==> config.mk <==
export PLATFORM = sky130hd
export DESIGN_NAME = doppler_peak_detector
export DESIGN_NICKNAME = d
export VERILOG_FILES = /design/src/rtl/radar_doppler_pkg.sv /design/src/rtl/cplx_mag_approx.sv /design/src/rtl/doppler_peak_detector.sv
export SDC_FILE = /design/constraint.sdc
export NUM_CORES = 1
export LEC_CHECK = 0
export ABC_CLOCK_PERIOD_IN_PS = 17300
export CAP_MARGIN = 20
export CORE_ASPECT_RATIO = 1.1
export CORE_MARGIN = 2
export CORE_UTILIZATION = 46
export CTS_CLUSTER_DIAMETER = 40
export DETAILED_ROUTE_END_ITERATION = 12
export PLACE_DENSITY = 0.86
export SYNTH_ARGS = -nofsm -noshare
export SYNTH_HDL_FRONTEND = slang
export SYNTH_HIERARCHICAL = 1
export SYNTH_SLANG_ARGS = --single-unit
==> constraint.sdc <==
create_clock -name clk -period 17.3 [get_ports clk]
set_input_delay 3.46 -clock clk [delete_from_list [all_inputs] [get_ports clk]]
set_output_delay 3.46 -clock clk [all_outputs]
set_load 0.05 [all_outputs]
==> src/rtl/radar_doppler_pkg.sv <==
// rtl/radar_doppler_pkg.sv - shared constants, FSM state type and bin-to-velocity helper
package radar_doppler_pkg;

   localparam int DATA_W     = 16;
   localparam int NUM_BINS   = 16;
   localparam int MAG_W      = DATA_W + 1;
   localparam int SUM_W      = DATA_W + 5;
   localparam int GATE_SHIFT = 1;

   typedef enum logic [1:0] {IDLE, SCAN, HOLD} state_t;

   // fftshift view: bins 8..15 are the negative velocities -8..-1
   function automatic logic signed [4:0] bin_to_vel(input logic [3:0] bin);
      return {bin[3], bin};
   endfunction

endpackage

==> src/rtl/cplx_mag_approx.sv <==
// rtl/cplx_mag_approx.sv - alpha-max-plus-beta-min magnitude, max + min/2, no saturation
module cplx_mag_approx
   import radar_doppler_pkg::*;
(
   input  logic signed [DATA_W-1:0] re,
   input  logic signed [DATA_W-1:0] im,
   output logic        [MAG_W-1:0]  mag
);

   logic signed [MAG_W-1:0] re_x, im_x;
   logic        [MAG_W-1:0] abs_re, abs_im, hi, lo;

   // one extra bit so that |-32768| is representable
   assign re_x   = MAG_W'(re);
   assign im_x   = MAG_W'(im);
   assign abs_re = re_x[MAG_W-1] ? MAG_W'(-re_x) : MAG_W'(re_x);
   assign abs_im = im_x[MAG_W-1] ? MAG_W'(-im_x) : MAG_W'(im_x);
   assign hi     = (abs_re > abs_im) ? abs_re : abs_im;
   assign lo     = (abs_re > abs_im) ? abs_im : abs_re;
   assign mag    = hi + (lo >> 1);

endmodule

==> src/rtl/doppler_peak_detector.sv <==
// rtl/doppler_peak_detector.sv - serial peak search over one 16-bin Doppler spectrum
// Optional mean-based noise gate on detect: define DOPPLER_NOISE_GATE_EN.
module doppler_peak_detector
   import radar_doppler_pkg::*;
(
   input  logic                     clk,
   input  logic                     reset,
   input  logic                     in_valid,
   output logic                     in_ready,
   input  logic signed [DATA_W-1:0] doppler_real [0:NUM_BINS-1],
   input  logic signed [DATA_W-1:0] doppler_imag [0:NUM_BINS-1],
   output logic                     out_valid,
   input  logic                     out_ready,
   output logic [3:0]               peak_bin,
   output logic signed [4:0]        peak_vel,
   output logic [MAG_W-1:0]         peak_mag,
   output logic                     detect
);

   logic signed [DATA_W-1:0] re_buf [0:NUM_BINS-1];
   logic signed [DATA_W-1:0] im_buf [0:NUM_BINS-1];
   state_t                   state;
   logic [3:0]               idx, max_idx, best_idx;
   logic [MAG_W-1:0]         mag, max_mag, best_mag;
   logic                     accept, det_next;

   assign accept = (state == IDLE) && in_ready && in_valid;

   always_ff @(posedge clk) begin
      if (accept) begin
         re_buf <= doppler_real;
         im_buf <= doppler_imag;
      end
   end

   cplx_mag_approx u_mag (
      .re  (re_buf[idx]),
      .im  (im_buf[idx]),
      .mag (mag)
   );

   // strict compare keeps the lowest index on ties
   assign best_mag = (mag > max_mag) ? mag : max_mag;
   assign best_idx = (mag > max_mag) ? idx : max_idx;

`ifdef DOPPLER_NOISE_GATE_EN
   localparam int THR_W = SUM_W + GATE_SHIFT;
   logic [SUM_W-1:0] sum, sum_next;
   logic [THR_W-1:0] thresh;

   assign sum_next = sum + SUM_W'(mag);
   assign thresh   = THR_W'(sum_next >> 4) << GATE_SHIFT;
   assign det_next = (best_mag != '0) && (THR_W'(best_mag) > thresh);

   always_ff @(posedge clk or posedge reset) begin
      if (reset)               sum <= '0;
      else if (accept)         sum <= '0;
      else if (state == SCAN)  sum <= sum_next;
   end
`else
   assign det_next = (best_mag != '0);
`endif

   always_ff @(posedge clk or posedge reset) begin
      if (reset) begin
         state     <= IDLE;
         in_ready  <= 1'b0;
         out_valid <= 1'b0;
         idx       <= '0;
         max_idx   <= '0;
         max_mag   <= '0;
         peak_bin  <= '0;
         peak_vel  <= '0;
         peak_mag  <= '0;
         detect    <= 1'b0;
      end else begin
         case (state)
            IDLE: begin
               if (accept) begin
                  in_ready <= 1'b0;
                  idx      <= '0;
                  max_idx  <= '0;
                  max_mag  <= '0;
                  state    <= SCAN;
               end else begin
                  in_ready <= 1'b1;
               end
            end
            SCAN: begin
               max_mag <= best_mag;
               max_idx <= best_idx;
               idx     <= idx + 4'd1;
               if (idx == 4'(NUM_BINS - 1)) begin
                  peak_bin  <= best_idx;
                  peak_vel  <= bin_to_vel(best_idx);
                  peak_mag  <= best_mag;
                  detect    <= det_next;
                  out_valid <= 1'b1;
                  state     <= HOLD;
               end
            end
            HOLD: begin
               if (out_ready) begin
                  out_valid <= 1'b0;
                  in_ready  <= 1'b1;
                  state     <= IDLE;
               end
            end
            default: state <= IDLE;
         endcase
      end
   end

endmodule

==> results.toml <==
[sta]
clock_skew_ps = 31.0
hold_violations = 0
worst_pin_slew_ps = 1170
rsz0062_at_grt = "false"
relSlewSlack_pct = 21.9
fmax_mhz = 97.5
final_max_slew_viol_count = 0
setup-tns-final_ps = 0
setup_viol = 0
fin_crit_ps = 10250
setup_slack_ps = 7050
period_share_pct = 59.3

[floorplanning]
start_util_pct = 46.4
fp.dieArea_um2 = 54500
ioPinCount = 545
num_rows = 88
fp.coreArea_um2 = 52200
die-width_um = 223
die_y_um = 245

[worst_setup_path]
crit_top_cell = "ha_1"
worst_path_max_delay_cell = "dfrtp_4"
r2r_slack_ps = 7050
ff2ff_path_depth = 30
r2r_end = "detect"
critical_path_class = "reg2reg"
r2r_start = "idx[0]"
cp_num_cells = 30
slowest_delay_ps = 990
end_kind = "flop"
crit_required_ps = 17750
worstPathMaxFanout = 48
cpLargestDelayFamily = "compound AO/OA/AOI/OAI gates"
worstPathArrival_ps = 10710
path_buf_inv = 3
cp-start-kind = "flop"

[clock_network]
post_cts_resize_count = 0
post_cts_buffers = 0
ctsRootBufferMaster = "clkbuf_16"
postCtsHoldBufs = 0
cts_tree = "yes"
clk_pin_slew_ps = 50
cts_made_buffers = 73
cts_sinks = 563
clk_latency_ps = 620
clockBufferDepth = 3
h-tree-depth = 3

[placed_design]
place_area_um2 = 30300
gp_congestion = 0.908
detailed_place_hpwl_um = 47400
place_ws_ps = 7010
io_buffers = 544

[flow_run]
cap_violations = 0

[finish]
layout-drive-gt1-share_pct = 16.2
syn_to_final_growth_pct = 35.3
final_cell_area_um2 = 32800
fillers = 3618
multi_input_area_um2 = 7020
seqCellArea_um2 = 16700
nNetsFinal = 2447

[synth]
ys_warn_count = 6
synth.most_common_cell = "edfxtp_1"
syn_avg_cell_area_um2 = 18.5
synth.cell_area_um2 = 24200
synth_top_cell_area_share_pct = 63.5
synthTopCellsByCount = "edfxtp_1 (512), mux4_2 (160), nand2_1 (82)"
synth_top_area_cell = "edfxtp_1"
dominantRegCellSynth = "edfxtp_1"
synth_edf_count = 512
synthTopCellsByArea = "edfxtp_1 (64%), mux4_2 (15%), dfrtp_1 (5.3%), ha_1 (2.7%), mux2i_1 (2.2%)"
async_flop_share_pct = 9.06
ys_ff_latch = 563
synthesis.instances = 1307
synth.distinct_cells = 64
ys_seq_area_share_pct = 68.8

[route]
num_vias = 14700
viasPerCell = 5.60
wl_um = 66400
dr.pass1.iters = 5
first_iter_violations = 1430
wire_per_inst_um = 25.3
detail-route-antenna-nets = 0
drc = 0

[hold_path]
holdPathStages = 2
hold_path.startpoint = "peak_mag[10]"
hp-class = "reg2reg"
hold_path_end = "peak_mag[10]"

[grt]
grt_max_degree = 212
grt-ovfl-total = 0
grt_pass1_wl_um = 96100
antenna_found_initial = 18
grt_use_total_pct = 24.2
grt_pass1_vias = 15400

[outcome]
status = "finished clean"
[worst register-to-register path, delay by kind of cell (launching register included)]
kind                       cells  cell delay, ps
AOI/OAI and AO/OA             14            2940
xor gates and xnor gates       2             560
adders and majority gates      4            1280
buffers and inverters          3            1380
DFF                            1             990
muxes                          4            1660
and+or+nand+nor                3            1300
[registers in the layout, indices dropped and copies added, names as in the netlist, 2 cells and up]
signal / count
re_buf: 256
max_mag: 17
im_buf: 256
peak_mag: 17
state: 2
max_idx: 4
idx: 4
peak_vel: 4
[stage by stage]
step | instances | hold slack (ps) | util, %
finish | 2625 | 484 | 62.8
global route | 2625 | 504 | 62.8
CTS | 2607 | 483 | 62.6
detailed placement | 2475 | 472 | 58.0
global placement | 2473 | 466 | 58.0
floorplan | 1308 | 466 | -
[worst max path at each step]
stage / start / endpoint / slack, ps
5_1_grt: idx[0] / detect / 6380
2_1_floorplan: in_valid / idx[1] / 5830
3_5_place_dp: idx[0] / detect / 7010
4_1_cts: idx[0] / detect / 6980
3_3_place_gp: idx[0] / max_idx[1] / 7130
6_report: idx[0] / detect / 7050
[metal layers]
layer	wire length (um)	part of all wire, %	global-route usage [%]
met1	23600	36	28.2
met2	35300	53	42.2
met3	4970	7.5	6.08
met4	2480	3.7	11.3
met5	28	0.042	0
[cells by family (layout without fill, tap and decap cells)]
| group | count (synthesis) | count (layout) | synth area share, % |
|---|---|---|---|
| xor+xnor | 36 | 36 | 1.33 |
| other cells | 2 | 19 | 0.0310 |
| mux | 214 | 214 | 17.1 |
| flops | 563 | 563 | 68.8 |
| simple gates | 185 | 185 | 3.84 |
| buf+inv | 112 | 738 | 2.27 |
| compound gates | 141 | 141 | 3.79 |
| fa+ha+maj | 54 | 54 | 2.82 |
[placed cells by master, fill, tap and decap left out, types with 4 or more instances in the layout]
master,count
inv_1,45
o21a_1,4
clkdlybuf4s50_1,544
clkinvlp_4,5
mux2i_1,54
and4_1,5
xnor2_1,8
ha_1,53
clkinv_2,9
a21o_1,9
nand3_1,10
buf_4,9
o21ai_1,27
nand4b_1,5
edfxtp_1,512
inv_8,6
dfrtp_1,47
clkinv_4,7
nor2_1,28
nand2_1,82
o31ai_1,24
clkbuf_1,4
nand3b_1,5
mux4_2,160
clkinv_1,10
diode_2,16
nor3_1,11
o21ai_0,19
o211ai_1,7
inv_6,10
a21oi_1,29
clkbuf_16,74
xor2_1,27
nand4_1,12
nor4_1,8
[final cells by class]
class,instances,share of cell area (%)
clock inverter,53,1.51
sequential,563,50.9
tap,675,2.58
antenna,16,0.122
inverter,48,0.573
multi-input combinational,633,21.4
timing repair buffer,558,17.2
clock buffer,79,5.74
Power is not shown: default switching activity piles up to over one toggle a cycle in this logic, so the estimate is an artifact.
